$ cat config.mk
export PLATFORM = sky130hd
export DESIGN_NAME = vlog_statmchs_sumn
export DESIGN_NICKNAME = d
export VERILOG_FILES = /design/src/rtl/vlog_statmchs_sumn.sv
export SDC_FILE = /design/constraint.sdc
export NUM_CORES = 1
export LEC_CHECK = 0
export ABC_AREA = 1
export BUFFER_PORTS_ARGS = -buffer_cell sky130_fd_sc_hd__buf_2
export CORE_UTILIZATION = 55
export CTS_CLUSTER_DIAMETER = 30
export DETAILED_ROUTE_END_ITERATION = 8
export HOLD_SLACK_MARGIN = 0.05
export PLACE_DENSITY = 0.84
export SLEW_MARGIN = 15
export SYNTH_ARGS = -nofsm -noshare
export SYNTH_HDL_FRONTEND = slang
export SYNTH_SLANG_ARGS = --single-unit
$ cat constraint.sdc
create_clock -name clk -period 1.8 [get_ports clk]
set_input_delay 0.27 -clock clk [delete_from_list [all_inputs] [get_ports clk]]
set_output_delay 0.27 -clock clk [all_outputs]
set_load 0.1 [all_outputs]
$ cat src/rtl/vlog_statmchs_sumn.sv
// vlog_statmchs_sumn
//   N-sample accumulator state machine. An accepted start latches the sample
//   count (clamped to N_MAX) and the arithmetic mode. The block then sums that
//   many d_valid-qualified unsigned samples and presents the result with a
//   one-cycle ready pulse. abort cancels a run. Saturating or wrapping
//   arithmetic can be selected. A sticky overflow flag records any carry out.
//
// Ports
//   clk      in   1      rising-edge clock
//   reset    in   1      asynchronous active-low reset
//   start    in   1      begin a run (sampled only in IDLE)
//   n        in   CW     sample count, latched on accepted start
//   sat_en   in   1      1 = saturate, 0 = wrap, latched on accepted start
//   abort    in   1      cancel the run in progress (ACC only)
//   d        in   DW     sample data
//   d_valid  in   1      d valid this cycle
//   sum      out  SUM_W  result, held until the next accepted start
//   ready    out  1      one-cycle pulse when sum/ovf are final
//   busy     out  1      high in ACC and DONE
//   ovf      out  1      carry out occurred in the current/last run
module vlog_statmchs_sumn #(
    parameter int DW    = 8,
    parameter int N_MAX = 16,
    parameter int SUM_W = 10,
    localparam int CW   = $clog2(N_MAX + 1)
) (
    input  logic             clk,
    input  logic             reset,
    input  logic             start,
    input  logic [CW-1:0]    n,
    input  logic             sat_en,
    input  logic             abort,
    input  logic [DW-1:0]    d,
    input  logic             d_valid,
    output logic [SUM_W-1:0] sum,
    output logic             ready,
    output logic             busy,
    output logic             ovf
);

    typedef enum logic [1:0] {
        S_IDLE,
        S_ACC,
        S_DONE
    } state_t;

    state_t           r_state;
    logic [CW-1:0]    r_n_l;
    logic             r_sat_l;
    logic [SUM_W-1:0] r_acc;
    logic [CW-1:0]    r_cnt;
    logic [SUM_W-1:0] r_sum;
    logic             r_ready;
    logic             r_busy;
    logic             r_ovf;

    state_t           w_state_nxt;
    logic [CW-1:0]    w_n_l_nxt;
    logic             w_sat_nxt;
    logic [SUM_W-1:0] w_acc_nxt;
    logic [CW-1:0]    w_cnt_nxt;
    logic [SUM_W-1:0] w_sum_nxt;
    logic             w_ovf_nxt;

    logic [CW-1:0]    w_n_clamp;
    logic [SUM_W:0]   w_add;
    logic [SUM_W-1:0] w_acc_upd;
    logic [CW-1:0]    w_cnt_inc;

    assign w_n_clamp = (n > CW'(N_MAX)) ? CW'(N_MAX) : n;
    // One extra bit catches the carry out of the SUM_W-bit accumulator.
    assign w_add     = {1'b0, r_acc} + (SUM_W + 1)'(d);
    assign w_acc_upd = (w_add[SUM_W] && r_sat_l) ? '1 : w_add[SUM_W-1:0];
    assign w_cnt_inc = r_cnt + 1'b1;

    always_comb begin
        w_state_nxt = r_state;
        w_n_l_nxt   = r_n_l;
        w_sat_nxt   = r_sat_l;
        w_acc_nxt   = r_acc;
        w_cnt_nxt   = r_cnt;
        w_sum_nxt   = r_sum;
        w_ovf_nxt   = r_ovf;
        unique case (r_state)
            S_IDLE: begin
                if (start) begin
                    w_n_l_nxt   = w_n_clamp;
                    w_sat_nxt   = sat_en;
                    w_acc_nxt   = '0;
                    w_cnt_nxt   = '0;
                    w_sum_nxt   = '0;
                    w_ovf_nxt   = 1'b0;
                    w_state_nxt = (w_n_clamp == '0) ? S_DONE : S_ACC;
                end
            end
            S_ACC: begin
                if (abort) begin
                    // A carry seen before the abort must not survive the cancelled run.
                    w_acc_nxt   = '0;
                    w_cnt_nxt   = '0;
                    w_ovf_nxt   = 1'b0;
                    w_state_nxt = S_IDLE;
                end else if (d_valid) begin
                    w_acc_nxt = w_acc_upd;
                    w_cnt_nxt = w_cnt_inc;
                    if (w_add[SUM_W]) begin
                        w_ovf_nxt = 1'b1;
                    end
                    if (w_cnt_inc == r_n_l) begin
                        w_sum_nxt   = w_acc_upd;
                        w_state_nxt = S_DONE;
                    end
                end
            end
            S_DONE: begin
                w_state_nxt = S_IDLE;
            end
            default: begin
                w_state_nxt = S_IDLE;
            end
        endcase
    end

    always_ff @(posedge clk or negedge reset) begin
        if (!reset) begin
            r_state <= S_IDLE;
            r_n_l   <= '0;
            r_sat_l <= 1'b0;
            r_acc   <= '0;
            r_cnt   <= '0;
            r_sum   <= '0;
            r_ready <= 1'b0;
            r_busy  <= 1'b0;
            r_ovf   <= 1'b0;
        end else begin
            r_state <= w_state_nxt;
            r_n_l   <= w_n_l_nxt;
            r_sat_l <= w_sat_nxt;
            r_acc   <= w_acc_nxt;
            r_cnt   <= w_cnt_nxt;
            r_sum   <= w_sum_nxt;
            // Flags are registered from the next state so they line up with it.
            r_ready <= (w_state_nxt == S_DONE);
            r_busy  <= (w_state_nxt != S_IDLE);
            r_ovf   <= w_ovf_nxt;
        end
    end

    assign sum   = r_sum;
    assign ready = r_ready;
    assign busy  = r_busy;
    assign ovf   = r_ovf;

endmodule
==> flow_metrics.py, run 1 <==
metrics = {
    "sta": {
        "maxSlewViolCount": 0,
        "hold_slack_ns": 0.187,
        "period_share": 0.989,
        "rsz0062_at_grt": "true",
        "worst_slack_ns": 0.0197,
        "fin_skew_ns": 0.0109,
        "hold_viol_final": 0,
        "fin_crit_ns": 1.78,
        "tightestPinTransition_ns": 0.487,
        "slew_headroom": 0.678,
        "clock.fmax_mhz": 562,
        "final-setup-viol-count": 0,
    },
    "route": {
        "drc": 0,
        "post_drt_wl_per_cell_um": 13.4,
        "drt_first_pass_iters": 4,
        "drt_iter0_drc": 168,
        "drtAntennaViolNets": 0,
        "vias": 2032,
        "routed_wl_mm": 5.16,
        "routed_via_density": 5.29,
    },
    "placement": {
        "port_buffers": 31,
        "dp_hpwl_mm": 3.66,
        "gp_congestion": 0.888,
        "dp_slack_ns": -0.00829,
        "place_area_sq_um": 2450,
        "placed_cells": 370,
    },
    "setup_path": {
        "end_kind": "register",
        "cp_num_buf_inv": 2,
        "slowest_stage": "dfrtp_1",
        "cp.arrival_ns": 2.02,
        "cp_max_fo": 5,
        "criticalPathCategory": "reg -> reg",
        "crit_chain": "ha_4 > inv_4 > nand2_2 > nand3_2 > nor2_4 > inv_2 > nor2_4 > nand4_4 > nor2_4 > nand2_1 > nand2_1",
        "worstPathRequired_ns": 2.04,
        "crit_top_cell": "nor2_4",
        "worst_path_largest_cell_delay_ns": 0.44,
        "crit_family": "simple AND/OR/NAND/NOR gates",
        "worst_setup_path_start_kind": "register",
    },
    "clock_network": {
        "cts_tree": "built",
        "cts_buffer_depth": 2,
        "clock-root-buffer": "clkbuf_8",
        "htreeDepth": 2,
        "clk_pin_slew_ns": 0.07,
        "clock_sinks": 36,
        "cts_made_buffers": 5,
        "worstSkewPairLatency_ns": 0.29,
    },
    "flow_run": {
        "cap_violations": 0,
    },
    "global_route": {
        "antenna_found_initial": 0,
        "grt_max_degree": 37,
        "grt_pass1_vias": 1868,
        "grt_pass1_wl_mm": 7.97,
        "grtUsageTotal": 0.254,
        "grt_overflow_total": 0,
    },
    "synth": {
        "synth_top_area_share": 0.415,
        "synth.net_count": 313,
        "synth-edff-count": 0,
        "synth_warnings": 0,
        "seq_area_frac_synth": 0.415,
        "synth.area.top_cells": "dfrtp_1, nand2_1, inv_1, nand3_1, ha_1",
        "ys_types": 30,
        "synthCells": 284,
        "syn_avg_cell_area_sq_um": 7.64,
        "synth_largest_area_cell": "dfrtp_1",
        "async_flop_share": 1.00,
        "syn_area_sq_um": 2170,
        "synth-main-ff-cell": "dfrtp_1",
        "synth-seq-cells": 36,
    },
    "pwr": {
        "p_leak_nw": 1.43,
        "total_power_mw": 2.80,
        "p_per_area_nw_per_um2": 1010,
        "ir_drop_uv": 687,
    },
    "layout": {
        "syn2layout_area_growth_pct": 27.0,
        "drive_above_1_share": 0.301,
        "final_cell_mix": "nand2_1, inv_1, dfrtp_1, buf_2, nand3_1",
        "fin_nets": 364,
        "layout_commonest_cell": "nand2_1",
        "num-fill-cells": 287,
        "fin_cells": 384,
        "postLayoutCellArea_sq_um": 2760,
        "antenna_cells": 0,
    },
    "die": {
        "io-pin-count": 32,
        "placementRows": 22,
        "dieWidth_um": 64.8,
        "dieHeight_um": 64.8,
        "die_area_sq_um": 4200,
        "initial_core_util": 0.584,
        "core_sq_um": 3720,
    },
    "outcome": {
        "outcome": "finished clean",
    },
    "worst_hold_path": {
        "holdCritPathClass": "in -> reg",
    },
}
==> Yosys cell counts, types with 2 or more instances <==
cell and number:
inv_1 38, buf_4 2, xor2_1 2, o22ai_1 5, nand2_1 87, ha_1 9
nand3_1 24, a21oi_1 7, inv_2 3, clkinv_1 2, nand3_2 9, dfrtp_1 36
nand2_2 5, nand3b_1 3, nand4_1 4, o21ai_1 15, o21ai_0 2, nor2_1 17
nor2_2 3
==> report_power, final <==
group / internal [mW] / leakage (nW) / switching, mW
clock network: 0.411 / 0.0552 / 0.290
registers: 0.914 / 0.485 / 0.0923
logic: 0.384 / 0.893 / 0.704
total: 1.71 / 1.43 / 1.09
==> per-layer routing <==
metal,global-route usage,up-vias,wire length (um)
met4,0.114,0,102
met5,0,-,0
met1,0.291,957,2080
met3,0.0634,8,224
met2,0.441,56,2750
li1,-,1011,-
==> through the flow <==
step	util	setup TNS [ns]
6_report	0.742	0
4_1_cts	0.691	0
3_3_place_gp	0.660	0
2_1_floorplan	-	0
5_1_grt	0.742	-0.609
3_5_place_dp	0.660	-0.00829
==> registers in the layout, summed over array words and instances, names as in the netlist <==
signal	flops
r_acc	10
sum	10
r_cnt	5
r_n_l	5
r_state	2
busy	1
ovf	1
r_sat_l	1
ready	1
==> logic make-up (layout without fill, tap and decap cells) <==
group	count (synthesis)	count (layout)	synth area share
AO/OA/AOI/OAI	30	30	0.0732
XOR/XNOR	3	3	0.0121
adder cells (fa/ha/maj)	10	10	0.0611
buffers and inverters	47	97	0.0882
flip-flops	36	36	0.415
multiplexers	1	1	0.00461
AND/OR/NAND/NOR	157	159	0.346
==> repair_timing <==
item / CTS / global route
gates resized for setup: 0 / 31
hold endpoints to repair: 36 / 0
hold buffers: 1 / 0
setup endpoints to repair: 0 / 23
setup buffers: 0 / 3
==> tightest hold or removal path: cells and delay by family <==
kind / cells / cell delay [ns]
and+or+nand+nor: 2 / 0.10
buffers and inverters: 1 / 0.08
==> area by class of cell <==
cell class | count | area (sq um) | area share
Clock buffer | 6 | 72.6 | 0.0263
Clock inverter | 2 | 35.0 | 0.0127
Inverter | 43 | 164 | 0.0595
Multi-Input combinational cell | 203 | 1240 | 0.450
Sequential cell | 36 | 901 | 0.327
Tap cell | 48 | 60.1 | 0.0218
Timing Repair Buffer | 46 | 283 | 0.103
==> worst paths after layout <==
check | endpoint | cells after the start | start | slack, ns
worst max-delay path | sum[3] | 11 | r_cnt[1] | 0.02
worst max register to register | sum[3] | 11 | r_cnt[1] | 0.02
max in group asynchronous | r_cnt[0] | 3 | reset | 0.93
worst min register to register | sum[6] | 2 | sum[6] | 0.50
worst min-delay path | r_sat_l | 3 | sat_en | 0.19
min in group asynchronous | r_acc[5] | 3 | reset | 0.54
Note: power is estimated with default switching activity, not from simulation.
==> run 2: changes to the inputs <==
--- a/config.mk
+++ b/config.mk
@@ -10,6 +10,7 @@
 export CORE_UTILIZATION = 55
 export CTS_CLUSTER_DIAMETER = 30
 export DETAILED_ROUTE_END_ITERATION = 8
+export GPL_TIMING_DRIVEN = 0
 export HOLD_SLACK_MARGIN = 0.05
 export PLACE_DENSITY = 0.84
 export SLEW_MARGIN = 15
==> flow_metrics.py, run 2 (synthesis results as in run 1) <==
metrics = {
    "global_route": {
        "grt_max_degree": 37,
        "use_met2": 0.460,
        "grt-busiest-layer": "met2",
        "use_met3": 0.0616,
        "antenna_found_initial": 0,
        "grtUsageTotal": 0.268,
        "grt_pass1_wl_mm": 8.53,
        "grt_overflow_total": 0,
        "grt_pass1_vias": 2020,
        "grtUsageMet1": 0.317,
    },
    "clock_network": {
        "clock-root-buffer": "clkbuf_8",
        "clk_pin_slew_ns": 0.08,
        "cts_hold_buf": 0,
        "clock_sinks": 36,
        "cts_made_buffers": 5,
        "cts_tree": "built",
        "htreeDepth": 2,
        "worstSkewPairLatency_ns": 0.30,
        "cts_buffer_depth": 2,
    },
    "setup_path": {
        "reg2reg_slack_ns": -0.002,
        "timing.rr.start": "r_acc[7]",
        "slowest_stage": "dfrtp_1",
        "worst_path_largest_cell_delay_ns": 0.39,
        "crit_chain": "ha_1 > inv_1 > o21bai_1 > nand3_1 > nand3_4 > nand2_4 > nand3_1 > nand2_1 > o21ai_1",
        "worst_setup_path_start_kind": "register",
        "cp_max_fo": 5,
        "worstPathRequired_ns": 2.02,
        "r2r_cells": 9,
        "crit_top_cell": "nand3_1",
        "cp.arrival_ns": 2.02,
        "crit_family": "simple AND/OR/NAND/NOR gates",
        "r2r_end": "r_acc[8]",
        "end_kind": "register",
        "criticalPathCategory": "reg -> reg",
        "cp_num_buf_inv": 1,
    },
    "die": {
        "dieHeight_um": 64.8,
        "placementRows": 22,
        "initial_core_util": 0.584,
        "core_sq_um": 3720,
        "die_area_sq_um": 4200,
        "io-pin-count": 32,
        "dieWidth_um": 64.8,
    },
    "layout": {
        "drive_above_1_share": 0.316,
        "final_cell_mix": "nand2_1, inv_1, dfrtp_1, buf_2, nand3_1",
        "fin_util": 0.748,
        "fin_nets": 363,
        "syn2layout_area_growth_pct": 28.0,
        "postLayoutCellArea_sq_um": 2780,
        "layout_commonest_cell": "nand2_1",
        "antenna_cells": 0,
    },
    "route": {
        "post_drt_wl_per_cell_um": 14.1,
        "routed_via_density": 5.39,
        "drt_first_pass_iters": 5,
        "drc": 0,
        "drt_iter0_drc": 117,
        "drtAntennaViolNets": 0,
        "vias": 2063,
        "routed_wl_mm": 5.40,
    },
    "outcome": {
        "violations": "setup timing",
        "outcome": "finished, violations left",
    },
    "placement": {
        "port_buffers": 31,
        "dp_hpwl_mm": 3.53,
        "gp_congestion": 0.898,
        "place_area_sq_um": 2390,
    },
    "sta": {
        "final-setup-viol-count": 1,
        "period_share": 1.00,
        "worst_slack_ns": -0.00210,
        "fin_crit_ns": 1.80,
        "tightestPinTransition_ns": 0.796,
        "slew_headroom": 0.469,
        "fin_skew_ns": 0.0117,
        "maxSlewViolCount": 0,
        "hold_viol_final": 0,
        "clock.fmax_mhz": 555,
        "rsz0062_at_grt": "true",
    },
    "pwr": {
        "ir_drop_uv": 628,
        "p_per_area_nw_per_um2": 1020,
        "p_leak_nw": 1.46,
    },
    "flow_run": {
        "cap_violations": 0,
    },
    "worst_hold_path": {
        "holdCritPathClass": "in -> async",
    },
}
==> run 2: cell types whose count changed in the layout (fill, tap and decap cells not counted), moves of 3 or more <==
cell and delta:
ha_4 -3, nand2_1 -5, nand3_1 -4, nand2_2 +3, nand3_4 +3, buf_4 -4
==> run 2: worst max path at each step <==
| stage | startpoint | endpoint | slack (ns) | depth (start not counted) |
|---|---|---|---|---|
| final | r_acc[7] | r_acc[8] | -0.002 | 9 |
| after global routing | r_acc[7] | r_acc[5] | -0.13 | 9 |
| after CTS | r_cnt[0] | sum[0] | 0.006 | 11 |
| after detailed placement | d[5] | r_acc[2] | -0.19 | 10 |
| after global placement | d[5] | r_acc[2] | -0.16 | 10 |
| after floorplan | r_acc[0] | r_acc[4] | 0.16 | 10 |
==> run 2: final cells by class <==
class                           count  area, sq um
Clock inverter                      3         42.5
Multi-Input combinational cell    203         1250
Inverter                           43          164
Buffer                              4         33.8
Sequential cell                    36          902
Fill cell                         258          937
Clock buffer                        5         68.8
Tap cell                           48         60.1
Timing Repair Buffer               41          255
==> run 2: routing by layer <==
metal / part of all wire / vias up
met3: 0.051 / 21
met1: 0.40 / 955
met4: 0.033 / 0
met5: 0 / -
li1: - / 1016
met2: 0.51 / 71
==> run 2: what timing repair did <==
action / 4_1_cts / 5_1_grt
pin swaps: 2 / 17
gates cloned: 2 / 1
endpoints found under the setup margin: 20 / 23
gates resized for setup: 7 / 33
setup buffers: 0 / 9
==> run 2: stage by stage <==
step                worst slack, ns  cells  total power [mW]  setup TNS, ns  hold slack (ns)
finish                     -0.00210    383              2.82       -0.00210           0.0480
global route                 -0.134    383              2.97          -1.87            0.122
CTS                         0.00637    373              2.65              0           0.0791
detailed placement           -0.186    363              1.90          -2.43            0.399
global placement             -0.162    363              1.87          -2.08            0.399
floorplan                     0.161    284              1.68              0          -0.0256
==> run 2: power breakdown <==
part / internal (mW) / total (mW) / switching (mW)
Combinational: 0.372 / 1.10 / 0.724
Sequential: 0.915 / 1.00 / 0.0853
Clock: 0.410 / 0.725 / 0.315
==> run 3: changes to the inputs <==
--- a/config.mk
+++ b/config.mk
@@ -7,12 +7,12 @@
 export LEC_CHECK = 0
 export ABC_AREA = 1
 export BUFFER_PORTS_ARGS = -buffer_cell sky130_fd_sc_hd__buf_2
-export CORE_UTILIZATION = 55
+export CORE_UTILIZATION = 51
 export CTS_CLUSTER_DIAMETER = 30
 export DETAILED_ROUTE_END_ITERATION = 8
 export GPL_TIMING_DRIVEN = 0
 export HOLD_SLACK_MARGIN = 0.05
-export PLACE_DENSITY = 0.84
+export PLACE_DENSITY = 0.82
 export SLEW_MARGIN = 15
 export SYNTH_ARGS = -nofsm -noshare
 export SYNTH_HDL_FRONTEND = slang
==> constraint.sdc (replaced) <==
create_clock -name clk -period 1.6 [get_ports clk]
set_input_delay 0.24 -clock clk [delete_from_list [all_inputs] [get_ports clk]]
set_output_delay 0.24 -clock clk [all_outputs]
set_load 0.1 [all_outputs]
==> flow_metrics.py, run 3 (synthesis results as in run 1) <==
metrics = {
    "layout": {
        "drive_above_1_share": 0.344,
        "final_cell_mix": "nand2_1, inv_1, dfrtp_1, buf_2, nand3_1",
        "fin_cells": 387,
        "fin_nets": 365,
        "antenna_cells": 0,
        "syn2layout_area_growth_pct": 31.2,
        "fin_util": 0.702,
        "layout_commonest_cell": "nand2_1",
        "postLayoutCellArea_sq_um": 2850,
    },
    "setup_path": {
        "timing.rr.start": "r_cnt[0]",
        "end_kind": "register",
        "cp_max_fo": 5,
        "worst_setup_path_start_kind": "register",
        "criticalPathCategory": "reg -> reg",
        "worstSetupEndpoint": "sum[1]",
        "slowest_stage": "dfrtp_2",
        "cp.arrival_ns": 2.01,
        "r2r_cells": 11,
        "r2r_end": "sum[1]",
        "crit_chain": "ha_4 > inv_2 > nand2_1 > nand3_1 > nor2_2 > inv_1 > nor2_2 > nand4_4 > nor2_4 > nand2_1 > nand2_1",
        "worstPathRequired_ns": 1.84,
        "worst_path_largest_cell_delay_ns": 0.43,
        "reg2reg_slack_ns": -0.17,
        "startpoint": "r_cnt[0]",
        "crit_top_cell": "nand2_1",
    },
    "clock_network": {
        "cts_made_buffers": 5,
        "clock_sinks": 36,
        "clock-root-buffer": "clkbuf_8",
        "cts_buffer_depth": 2,
        "worstSkewPairLatency_ns": 0.30,
        "htreeDepth": 2,
        "clk_pin_slew_ns": 0.08,
        "cts_tree": "built",
    },
    "global_route": {
        "grtUsageMet1": 0.304,
        "grtUsageTotal": 0.264,
        "use_met2": 0.464,
        "grt-busiest-layer": "met2",
        "grt_pass1_vias": 1952,
        "use_met3": 0.0557,
        "grt_max_degree": 37,
        "grt_overflow_total": 0,
        "grt_pass1_wl_mm": 8.64,
        "antenna_found_initial": 0,
    },
    "outcome": {
        "outcome": "finished, violations left",
        "violations": "setup timing",
    },
    "sta": {
        "hold_viol_final": 0,
        "rsz0062_at_grt": "true",
        "slew_headroom": 0.464,
        "final-setup-viol-count": 27,
        "fin_crit_ns": 1.77,
        "fin_tns_setup_ns": -2.51,
        "tightestPinTransition_ns": 0.804,
        "worst_slack_ns": -0.166,
        "hold_slack_ns": 0.0249,
        "maxSlewViolCount": 0,
        "clock.fmax_mhz": 566,
        "fin_skew_ns": 0.00529,
        "period_share": 1.10,
    },
    "die": {
        "dieHeight_um": 67.2,
        "die_area_sq_um": 4520,
        "io-pin-count": 32,
        "dieWidth_um": 67.2,
        "placementRows": 23,
        "initial_core_util": 0.535,
        "core_sq_um": 4060,
    },
    "pwr": {
        "p_sw_mw": 1.28,
        "swShare": 0.415,
        "ir_drop_uv": 519,
        "p_seq_frac": 0.368,
        "total_power_mw": 3.09,
        "p_int_mw": 1.81,
        "p_leak_nw": 1.46,
        "power_frac_comb": 0.420,
        "clock_power_share": 0.212,
        "p_per_area_nw_per_um2": 1080,
    },
    "placement": {
        "dp_slack_ns": -0.292,
        "place_area_sq_um": 2390,
        "placed_cells": 365,
        "port_buffers": 31,
        "gp_congestion": 0.859,
        "dp_hpwl_mm": 3.52,
    },
    "flow_run": {
        "cap_violations": 0,
    },
    "route": {
        "routed_wl_mm": 5.52,
        "vias": 2070,
        "drt_iter0_drc": 211,
        "drt_first_pass_iters": 5,
        "routed_via_density": 5.35,
        "post_drt_wl_per_cell_um": 14.3,
        "drtAntennaViolNets": 0,
        "drc": 0,
    },
    "worst_hold_path": {
        "holdCritPathClass": "in -> async",
    },
}
run 3: cell types whose count changed in the layout (fill, tap and decap cells not counted), sizes merged:
cell      delta
clkinvlp     -1
bufinv       -1
buf          +2
clkinv       +1
inv          +1
run 3: what timing repair did:
| action | in CTS | in global routing |
|---|---|---|
| resized for setup | 28 | 21 |
| endpoints found under the setup margin | 30 | 26 |
| hold endpoints to repair | 0 | 0 |
| gates cloned | 2 | 1 |
| setup buffers | 8 | 3 |
| pin swaps | 21 | 16 |
| hold buffers | 0 | 0 |
run 3: routing by layer:
metal	vias up	wire [um]
met5	-	0
met4	0	174
met3	15	303
met2	67	2790
met1	973	2260
li1	1015	-
run 3: worst max-delay path, delay by kind of cell (launching register included):
family / cells / cell delay, ns
fa+ha+maj: 1 / 0.28
buf+inv: 2 / 0.09
flops: 1 / 0.43
simple gates: 8 / 0.91
run 3: power by group through the flow:
stage | Clock (mW) | Sequential [mW] | Combinational, mW
global route | 0.713 | 1.15 | 1.42
CTS | 0.672 | 1.12 | 1.19
detailed placement | 0 | 1.13 | 1.01
floorplan | 0 | 1.29 | 0.612
global placement | 0 | 1.12 | 0.981
finish | 0.653 | 1.14 | 1.30
run 3: how the worst min path moves through the flow:
stage                     slack (ns)  start       end
after CTS                       0.06  reset  r_acc[1]
final                           0.02  reset  r_acc[5]
after detailed placement        0.38  reset  r_acc[5]
after global placement          0.38  reset  r_acc[5]
after global routing             0.1  reset    sum[3]
after floorplan                -0.06  reset      busy
run 3: final cells by class:
type	instances	area (sq um)
tap	50	62.6
clock buffer	5	68.8
timing repair buffer	43	267
multi-input combinational	203	1330
inverter	43	161
buffer	4	35.0
sequential	36	902
clock inverter	3	18.8
fill	297	1210
